===== src/rtl/fifo_wr_arb.sv =====
// Round-robin write-port arbiter: N requesters share one FIFO write port,
// with burst locking and a MaxBurst cap that forces release.
module fifo_wr_arb #(
    parameter int N        = 4,
    parameter int Width    = 16,
    parameter int MaxBurst = 4,
    parameter int IdxW     = $clog2(N)
) (
    input  logic                 clk_i,
    input  logic                 rst_i,
    input  logic                 clr_i,
    input  logic [N-1:0]         req_valid_i,
    input  logic [N-1:0]         req_last_i,
    input  logic [N*Width-1:0]   req_data_i,
    output logic [N-1:0]         req_ready_o,
    output logic                 fifo_wvalid_o,
    input  logic                 fifo_wready_i,
    output logic [Width-1:0]     fifo_wdata_o,
    output logic [IdxW-1:0]      gnt_idx_o,
    output logic                 locked_o,
    output logic                 trunc_o
);

    typedef enum logic {IDLE = 1'b0, LOCKED = 1'b1} state_e;

    state_e            state_q, state_d;
    logic [IdxW-1:0]   owner_q, owner_d;
    logic [IdxW-1:0]   rr_ptr_q, rr_ptr_d;
    logic [7:0]        beat_cnt_q, beat_cnt_d;

    logic              kill;
    logic [IdxW-1:0]   idle_sel, cand, sel;
    logic              found;
    logic              wvalid, beat, sel_last, cap_hit, release_w;
    logic [7:0]        cnt_inc;
    logic [Width-1:0]  data_arr [N];

    function automatic logic [IdxW-1:0] wrap_inc(input logic [IdxW-1:0] v);
        if ({1'b0, v} == (IdxW+1)'(N-1)) return '0;
        return v + IdxW'(1);
    endfunction

    for (genvar k = 0; k < N; k++) begin : g_data
        assign data_arr[k] = req_data_i[k*Width +: Width];
    end

    // Scan from rr_ptr upward, wrapping modulo N; the first valid requester wins.
    always_comb begin
        idle_sel = rr_ptr_q;
        found    = 1'b0;
        cand     = rr_ptr_q;
        for (int i = 0; i < N; i++) begin
            if (!found && req_valid_i[cand]) begin
                idle_sel = cand;
                found    = 1'b1;
            end
            cand = wrap_inc(cand);
        end
    end

    assign sel       = (state_q == LOCKED) ? owner_q : idle_sel;
    assign kill      = rst_i | clr_i;
    assign wvalid    = req_valid_i[sel] & ~kill;
    assign beat      = wvalid & fifo_wready_i;
    assign sel_last  = req_last_i[sel];
    assign cnt_inc   = beat_cnt_q + 8'd1;
    assign cap_hit   = (state_q == LOCKED) ? (cnt_inc == 8'(MaxBurst)) : (MaxBurst == 1);
    assign release_w = beat & (sel_last | cap_hit);

    always_ff @(posedge clk_i) begin
        if (rst_i || clr_i) begin
            state_q    <= IDLE;
            owner_q    <= '0;
            rr_ptr_q   <= '0;
            beat_cnt_q <= '0;
        end else begin
            state_q    <= state_d;
            owner_q    <= owner_d;
            rr_ptr_q   <= rr_ptr_d;
            beat_cnt_q <= beat_cnt_d;
        end
    end

    always_comb begin
        state_d    = state_q;
        owner_d    = owner_q;
        rr_ptr_d   = rr_ptr_q;
        beat_cnt_d = beat_cnt_q;
        if (beat) begin
            if (release_w) begin
                // Releasing requester drops to lowest priority.
                state_d    = IDLE;
                rr_ptr_d   = wrap_inc(sel);
                beat_cnt_d = '0;
            end else begin
                state_d    = LOCKED;
                owner_d    = sel;
                beat_cnt_d = cnt_inc;
            end
        end
    end

    always_comb begin
        for (int k = 0; k < N; k++) begin
            req_ready_o[k] = (sel == IdxW'(k)) & fifo_wready_i & ~kill;
        end
        fifo_wvalid_o = wvalid;
        fifo_wdata_o  = wvalid ? data_arr[sel] : '0;
        gnt_idx_o     = sel;
        locked_o      = (state_q == LOCKED);
        trunc_o       = release_w & ~sel_last;
    end

    a_ready_onehot0: assert property (@(posedge clk_i) $onehot0(req_ready_o));
    a_wvalid_req:    assert property (@(posedge clk_i) fifo_wvalid_o |-> req_valid_i[gnt_idx_o]);
    a_beat_cnt:      assert property (@(posedge clk_i) disable iff (rst_i) beat_cnt_q < 8'(MaxBurst));
    a_gnt_range:     assert property (@(posedge clk_i) disable iff (rst_i) {1'b0, gnt_idx_o} < (IdxW+1)'(N));

endmodule

===== config.mk =====
export PLATFORM = sky130hd
export DESIGN_NAME = fifo_wr_arb
export DESIGN_NICKNAME = d
export VERILOG_FILES = /design/src/rtl/fifo_wr_arb.sv
export SDC_FILE = /design/constraint.sdc
export NUM_CORES = 1
export LEC_CHECK = 0
export BUFFER_PORTS_ARGS = -buffer_cell sky130_fd_sc_hd__buf_2
export CAP_MARGIN = 20
export CORE_MARGIN = 5
export CORE_UTILIZATION = 35
export DETAILED_ROUTE_END_ITERATION = 10
export GPL_TIMING_DRIVEN = 0
export SLEW_MARGIN = 15
export SYNTH_ARGS = -nofsm -noshare
export SYNTH_HDL_FRONTEND = slang
export SYNTH_SLANG_ARGS = --single-unit

===== constraint.sdc =====
create_clock -name clk_i -period 4.35 [get_ports clk_i]
set_clock_uncertainty 0.1 [all_clocks]
set_input_delay 0.87 -clock clk_i [delete_from_list [all_inputs] [get_ports clk_i]]
set_output_delay 0.87 -clock clk_i [all_outputs]
set_load 0.1 [all_outputs]

# Word-level counts from Yosys, hierarchy flattened
# Cells that the tools add are included.
# W data, S select, Z words.
# totals
ff_bits	13
in_bits	76
output_inout_bits	25
word_cells	90
# op_classes
n_addsub	5
n_lt_le_gt_ge	6
n_eq_ne	7
mux	40
bitwise_logic	18
n_reduce_logical	10
# op_table
op	n
$mux W16	3
$bmux W16 S2	1
$mux W2	12
$mux W1	17
$lt A2 B3 Y1 const B	5
$and A1 B1 Y1	12
$bmux W1 S2	6
$eq A2 B2 Y1 const B	5
$add A2 B1 Y2 const B	4
$add A8 B1 Y8 const B	1
$eq A8 B3 Y1 const B	1
$mux W8	1
$reduce_and A2 Y1	2
$ge A3 B3 Y1 const B	1
$logic_and A1 B1 Y1	3
$logic_not A1 Y1	3
$not A1 Y1	3
$not A2 Y3	1
$eq A2 B1 Y1 const B	1
$logic_not A2 Y1	1
$or A1 B1 Y1	2
$logic_or A1 B1 Y1	1

# Longest topological paths before layout
# Gate-level depths: netlist (run 1).
# depth
ltp_word	22
mapped_depth	14
mapped_depth_nobuf	11

# Least setup slack after synthesis (run 1)
# No wires, ideal clock.
# synth_timing
kind	input-to-output
startpoint	in req_valid_i[1]
endpoint	out fifo_wdata_o[0]
arrival_time_ns	5.614
t_required_ns	3.380
slack_ns	-2.234
cell_stages	11
path_buffers	3
cell_sequence	buf_2 -> inv_1 -> mux4_2 -> or4_4 -> o2111a_1 -> a21o_1 -> buf_4 -> clkinv_1 -> buf_2 -> a211oi_1 -> a211oi_1
# synth_between
elab_chain_cells	18
word_cells_on_any_way	29
classes_between	mux: 21; bitwise: 2; reduce/logical: 6
# synth_lines
element	line	source
start, declared	12	input logic [N-1:0] req_valid_i,
$bmux W1 S2	53	if (!found && req_valid_i[cand]) begin
$mux W1 (implied by the code)	53	
$mux W1	53	
$logic_not A1 Y1	53	
$logic_and A1 B1 Y1	53	
$mux W1	53	
$logic_not A1 Y1	53	
$logic_and A1 B1 Y1	53	
[2 not listed]	n/a	
$logic_and A1 B1 Y1	53	
$mux W2 *	53	
$mux W2 *	61	assign sel = (state_q == LOCKED) ? owner_q : idle_sel;
named net gnt_idx_o[0]	19	output logic [IdxW-1:0] gnt_idx_o,
$not A2 Y3 (implied by the code)	108	fifo_wdata_o = wvalid ? data_arr[sel] : '0;
$bmux W16 S2	108	
$mux W16 (implied by the code) (2 in series)	108	
$mux W16 *	108	
end, declared	18	output logic [Width-1:0] fifo_wdata_o,
# Mark *: on every way through the listed nets, which the timed path passes. The rest lies on a longest branch. The select of a mux whose other input is x is not followed.

# Worst setup path in the final report (run 1)
# layout_timing
startpoint	in req_valid_i[2]
endpoint	out fifo_wdata_o[5]
# layout_between
elab_chain_cells	18
word_cells_on_any_way	29
classes_between	mux: 21; bitwise: 2; reduce/logical: 6
# layout_lines
element	line
$bmux W1 S2	53
$mux W1 (implied by the code)	53
$mux W1	53
$logic_not A1 Y1	53
$logic_and A1 B1 Y1	53
$mux W1	53
$logic_not A1 Y1	53
$logic_and A1 B1 Y1	53
$mux W1	53
$logic_not A1 Y1	53
$logic_and A1 B1 Y1	53
$mux W2	53
$mux W2	61
$not A2 Y3 (implied by the code)	108
$bmux W16 S2	108
$mux W16 (implied by the code) (2 in series)	108
$mux W16 *	108
# Every way passes the cells marked *; elsewhere a longest branch is shown, timed or not. The select of a mux whose other input is x is not followed.

==> flow_summary.yaml, run 1 <==
synth:
  ys_warn_count: 0
  ys_async_sr_fraction: 0
  synth_cell_types: 62
  yosysTopAreaCellShare: 0.135
  synthCells: 265
  synth_xor_area_frac: 0.0127
  yosys-mux-area-fraction: 0.148
  ys_top_cells_by_area: "a211oi_1, dfxtp_1, mux2i_1"
  synth.avg_cell_area_sq_um: 7.79
  ys_ff_latch: 13
  synthAdderAreaFrac: 0.0424
  synth_edf_count: 0
  synth_compound_area_frac: 0.353
  synth.yosys.seq_area_share: 0.126
  synth_flop_cell: "dfxtp_1"
  synth_top_family_by_area: "compound AO/OA/AOI/OAI gates"
  netlist_area_sq_um: 2060
  syn_nets: 348
  yosys.area.top_type: "a211oi_1"
  synth_common_cells: "a211oi_1, mux2i_1, and2_1"
  yosysMostFrequentCell: "a211oi_1"
  yosys.area_share.simple: 0.235
worst_setup_path:
  end_kind: "output port"
  path_delay_family: "multiplexers"
  cp-start-kind: "input port"
  cp_cell_sequence: "buf_12 -> inv_8 -> mux4_2 -> or4_4 -> o2111ai_4 -> mux2i_2 -> mux2i_1 -> o221ai_2 -> nand2_4 -> buf_12 -> a211oi_4 -> buf_12"
  critPathSlowestCell: "or4_4"
  max_stage_delay_ps: 530
  crit_buf_inv: 4
  cp.required_ps: 3380
  crit_top_cell: "buf_12"
  worstSetupPathType: "input port to output port"
  crit_fanout: 5
  worst_ep_arrival_time_ps: 3620
power_and_ir_drop:
  switching_share: 0.461
  powerDensity_nw_per_um2: 187
  p_int_mw: 0.383
  p_sw_mw: 0.328
  max-vdd-ir-drop_v: 0.000161
  pwr-share-clk: 0.154
  pwr-share-comb: 0.674
  leakagePower_nw: 1.60
  seqPwrFrac: 0.172
drt:
  route.vias.total: 2645
  dr.pass1.iters: 5
  viasPerCell: 5.65
  routed_wl_mm: 8.09
  detail_route.iter0.violations: 118
  routedWlPerCell_um: 17.3
  postRouteAntennaNets: 0
  drc: 0
job:
  cap_violations: 0
final_layout:
  fillers: 510
  drive_gt1_frac: 0.560
  final_nets: 477
  fin_area_sq_um: 3790
  area_growth_pct: 83.6
  area.sequential_sq_um: 263
  multi_input_area_sq_um: 2040
  antenna_cells: 0
  final_core_util: 0.652
die:
  die_h_um: 86.8
  pin_count: 101
  die_w_um: 86.8
  core_area_sq_um: 5820
  die_area_sq_um: 7530
  rows: 28
  initial_core_util: 0.355
clock_network:
  cts.sinks: 13
  root_buffer: "clkbuf_8"
  clkTransAtPathRegs_ps: 60
  cts-htree-levels: 1
  clock_latency_ps: 250
  numCtsBuffers: 3
  cts_tree: "yes"
  clk_path_buf_depth: 2
timing:
  slew_viol_final: 0
  slew-limit-headroom: 0.672
  min_period_over_period: 1.06
  worst_pin_slew_ps: 491
  rsz0062_at_grt: "yes"
  fmax_ghz: 0.218
  hold_viol_final: 0
  holdWs_ps: 368
  fin_crit_ps: 4590
  setup_viol: 19
  fin_ws_ps: -244
place:
  gp_congestion: 0.793
  port_buffers: 98
  dpl.hpwl_mm: 5.68
  dp_slack_ps: -975
  placed_area_sq_um: 2950
grt:
  grt_pass1_wl_mm: 12.8
  grt_pass1_vias: 2670
  antenna_found_initial: 0
  grt_use_total: 0.209
  grt.overflow.total: 0
  grt_max_degree: 13
outcome:
  violations: "negative setup slack"
  status: "finished with violations"
worst_hold_path:
  hold_class: "flop to flop"
[stage by stage]
stage	std cells	setup TNS (ps)	power (mW)
final	468	-2930	0.710
after global routing	468	-4720	0.748
after CTS	462	-2940	0.692
after detailed placement	438	-16690	0.494
after global placement	438	-16200	0.492
after floorplan	265	-8170	0.412
[layout by cell type (no fill, tap or decap), types with 3 or more instances in the layout]
master and n:
buf_2 75, clkbuf_8 4, nand3b_1 3, clkbuf_1 4, nor2_1 7, nand2_1 13
nand3_1 5, and3b_1 3, buf_4 28, buf_12 22, nor3b_1 3, o2111a_1 4
a21oi_1 5, a32oi_1 4, o21ai_0 11, inv_1 9, o211ai_1 4, a211oi_2 13
or2_2 3, mux2i_1 24, a211oi_4 18, clkbuf_2 4, and3_1 3, a211oi_1 7
and2_1 17, dfxtp_1 11, ha_1 6, buf_8 3, o2bb2ai_1 3, buf_6 8
a21o_1 3
[flip-flops by register name (all words and copies together) (netlist names)]
register and flops:
locked_o 1, rr_ptr_q 2, owner_q 2, beat_cnt_q 8
[area by class of cell]
type / count / area share
tap: 75 / 0.0248
timing repair buffer: 125 / 0.276
buffer: 23 / 0.0594
inverter: 14 / 0.0198
sequential: 13 / 0.0693
multi-input combinational: 214 / 0.539
clock buffer: 4 / 0.0119
[layer usage]
| metal | part of all wire | GRT usage | vias to the layer above |
|---|---|---|---|
| li1 | - | - | 1261 |
| met1 | 0.40 | 0.252 | 1275 |
| met2 | 0.52 | 0.371 | 94 |
| met3 | 0.062 | 0.0513 | 15 |
| met4 | 0.014 | 0.0496 | 0 |
| met5 | 0 | 0 | - |
[worst register-to-register path: stages, from the launching register on]
cell,delay (ps)
dfxtp_2,330
ha_4,320
mux4_2,570
or4_4,530
o2111a_1,180
a21o_1,210
buf_6,170
a211oi_4,330
buf_4,180
o21a_4,130
buf_4,150
nand2_4,110
o41ai_2,270
[logic make-up (layout without fill, tap and decap cells)]
logic type,Yosys count,in the layout
AOI/OAI and AO/OA,93,93
and+or+nand+nor,82,82
buffers and inverters,38,166
muxes,29,29
DFF,13,13
adders and majority gates,7,7
xor gates and xnor gates,3,3
[final timing paths]
check,from,to,slack [ps],cells past startpoint
max,req_valid_i[2],fifo_wdata_o[5],-240,12
min,owner_q[1],owner_q[1],370,2
max reg2reg,rr_ptr_q[0],beat_cnt_q[5],690,12
min reg2reg,owner_q[1],owner_q[1],370,2
[what timing repair did]
| action | 4_1_cts | 5_1_grt |
|---|---|---|
| endpoints found under the hold margin | 0 | 0 |
| pin swaps | 25 | 17 |
| cloned | 1 | 0 |
| endpoints found under the setup margin | 24 | 22 |
| hold buffers | 0 | 0 |
| gates resized for setup | 128 | 18 |
| buffers inserted | 19 | 8 |
[power by group through the flow]
stage / clock network [mW] / registers [mW] / logic (mW)
4_1_cts: 0.112 / 0.122 / 0.458
6_report: 0.109 / 0.122 / 0.479
3_5_place_dp: 0 / 0.125 / 0.369
2_1_floorplan: 0 / 0.126 / 0.287
5_1_grt: 0.120 / 0.122 / 0.505
3_3_place_gp: 0 / 0.125 / 0.367
Power figures use the tool's default switching activity.
==> run 2: changes to the inputs <==
--- a/config.mk
+++ b/config.mk
@@ -5,12 +5,15 @@
 export SDC_FILE = /design/constraint.sdc
 export NUM_CORES = 1
 export LEC_CHECK = 0
+export ABC_AREA = 1
 export BUFFER_PORTS_ARGS = -buffer_cell sky130_fd_sc_hd__buf_2
 export CAP_MARGIN = 20
 export CORE_MARGIN = 5
 export CORE_UTILIZATION = 35
 export DETAILED_ROUTE_END_ITERATION = 10
 export GPL_TIMING_DRIVEN = 0
+export PLACE_DENSITY = 0.67
+export SETUP_SLACK_MARGIN = 0.3
 export SLEW_MARGIN = 15
 export SYNTH_ARGS = -nofsm -noshare
 export SYNTH_HDL_FRONTEND = slang
==> constraint.sdc (replaced) <==
create_clock -name clk_i -period 4.1 [get_ports clk_i]
set_clock_uncertainty 0.1 [all_clocks]
set_input_delay 0.82 -clock clk_i [delete_from_list [all_inputs] [get_ports clk_i]]
set_output_delay 0.82 -clock clk_i [all_outputs]
set_load 0.1 [all_outputs]
==> run 2 against run 1 <==
- the flow now finishes without violations
- sequential share of layout area grew 0.98 points
- clock power rose by 7%
- power increased by 21%
- area after synthesis down 6.3%
- non-clock buffer count is 14 lower
- cell count rose by 3.8%
- sequential power increased by 5%
- worst setup slack improved by 630 ps
- sequential cell count is the same
- critical endpoint is now fifo_wdata_o[1]
- largest cell class unchanged
==> flow_summary.yaml, run 2 <==
worst_setup_path:
  worstSetupPathType: "input port to output port"
  reg2reg_depth: 21
  worst_ep_arrival_time_ps: 2790
  crit_fanout: 12
  cp-start-kind: "input port"
  end_kind: "output port"
  cp.required_ps: 3180
timing:
  slew_viol_final: 0
  worst_pin_slew_ps: 935
  hold_viol_final: 0
  min_period_over_period: 0.905
  slew-limit-headroom: 0.377
  tns_ps: 0
  fin_ws_ps: 390
  rsz0062_at_grt: "yes"
  fin_crit_ps: 3710
  fmax_ghz: 0.270
  setup_viol: 0
clock_network:
  cts_hold_buf: 0
  clk_path_buf_depth: 2
  numCtsBuffers: 3
  cts.sinks: 13
  cts-htree-levels: 1
  root_buffer: "clkbuf_8"
  clock_latency_ps: 240
  cts_tree: "yes"
  clkTransAtPathRegs_ps: 60
job:
  cap_violations: 0
synth:
  syn_nets: 373
  synth_cell_types: 32
  ys_top_cells_by_area: "dfxtp_1, nand2_1, nand3_2"
  ys_warn_count: 0
  yosysTopAreaCellShare: 0.135
  synth_flop_cell: "dfxtp_1"
  synth.avg_cell_area_sq_um: 6.67
  ys_ff_latch: 13
  ys_async_sr_fraction: 0
  yosysMostFrequentCell: "nand2_1"
  netlist_area_sq_um: 1930
  yosys.area.top_type: "dfxtp_1"
  synthCells: 290
  synth.yosys.seq_area_share: 0.135
  synth_edf_count: 0
  synth_common_cells: "nand2_1, nor2_1, nand3_1"
final_layout:
  drive_gt1_frac: 0.587
  area_growth_pct: 73.4
  final_cell_mix: "buf_2, nand2_1, buf_4, a21oi_4"
  reg_top3: "beat_cnt_q (8), owner_q (2), rr_ptr_q (2)"
  final_nets: 498
  antenna_cells: 0
  largest_register: "beat_cnt_q"
  final_common_cell: "buf_2"
  largest_reg_flops: 8
drt:
  route.vias.total: 2411
  postRouteAntennaNets: 0
  dr.pass1.iters: 4
  routed_wl_mm: 7.03
  drc: 0
  viasPerCell: 4.96
  detail_route.iter0.violations: 72
  routedWlPerCell_um: 14.5
die:
  die_h_um: 84.3
  die_area_sq_um: 7110
  core_area_sq_um: 5440
  pin_count: 101
  initial_core_util: 0.356
  rows: 27
  die_w_um: 84.3
outcome:
  status: "finished clean"
place:
  port_buffers: 100
  dpl.hpwl_mm: 5.09
  dp_slack_ps: -131
  gp_congestion: 0.876
grt:
  antenna_found_initial: 0
  grt.overflow.total: 0
  grt_pass1_vias: 2423
  grt_max_degree: 13
  grt_pass1_wl_mm: 11.2
  grt_use_total: 0.184
worst_hold_path:
  hold_depth: 2
  hold_class: "flop to flop"
power_and_ir_drop:
  max-vdd-ir-drop_v: 0.000197
  leakagePower_nw: 1.47
  powerDensity_nw_per_um2: 256
-- run 2: repair_timing --
item                                    in CTS  in global routing
pin swaps                                    2                 15
setup buffers                                1                 19
resized for setup                           51                 66
endpoints found under the setup margin      22                 22
-- run 2: path summary, 6_finish.rpt --
kind / startpoint / end / slack [ps]
worst min-delay path: beat_cnt_q[7] / beat_cnt_q[7] / 400
worst max register to register: rr_ptr_q[1] / beat_cnt_q[3] / 1390
worst max-delay path: req_valid_i[1] / fifo_wdata_o[1] / 390
worst min register to register: beat_cnt_q[7] / beat_cnt_q[7] / 400
-- run 2: cell families after synthesis --
family,count (synthesis),synth area share
adder cells (fa/ha/maj),7,0.0453
buffers and inverters,36,0.0931
flip-flops,13,0.135
AND/OR/NAND/NOR,152,0.439
XOR/XNOR,7,0.0317
AO/OA/AOI/OAI,75,0.257
-- run 2: stage by stage --
| step | hold slack, ps | cells | area [sq um] | power [mW] | util |
|---|---|---|---|---|---|
| floorplan | 369 | 290 | 2170 | 0.533 | - |
| global placement | 379 | 462 | 2760 | 0.633 | 0.508 |
| detailed placement | 387 | 462 | 2760 | 0.637 | 0.508 |
| CTS | 398 | 467 | 2990 | 0.786 | 0.549 |
| global route | 434 | 486 | 3350 | 0.906 | 0.617 |
| finish | 396 | 486 | 3350 | 0.858 | 0.617 |
-- run 2: critical path, stage by stage --
cell and delay [ps]:
buf_4 130, nand2_1 90, nand3_2 100, nand2_4 100, nand2_4 80, inv_2 60, nand2_2 60, nand3_1 70
nand2_1 120, a21oi_4 190, buf_6 140, buf_8 130, o21ai_0 100, o21bai_2 220, a21oi_4 170, buf_12 190
-- run 2: power by group --
part	internal (mW)	switching (mW)
clock	0.0686	0.0481
sequential	0.127	0.00142
combinational	0.229	0.383
-- run 2: per-layer routing --
| layer | vias up | part of all wire | wire [um] | global-route usage |
|---|---|---|---|---|
| met5 | - | 0 | 0 | 0 |
| met4 | 0 | 0.022 | 158 | 0.0331 |
| met3 | 16 | 0.035 | 247 | 0.0275 |
| met2 | 53 | 0.56 | 3900 | 0.347 |
| met1 | 1115 | 0.39 | 2720 | 0.222 |
| li1 | 1227 | - | - | - |
-- run 2: area by class of cell --
cell class	instances	area, sq um
sequential	13	265
multi-input combinational	241	1790
clock buffer	4	45.0
tap	72	90.1
inverter	22	95.1
buffer	14	164
timing repair buffer	120	903
fill	488	2080
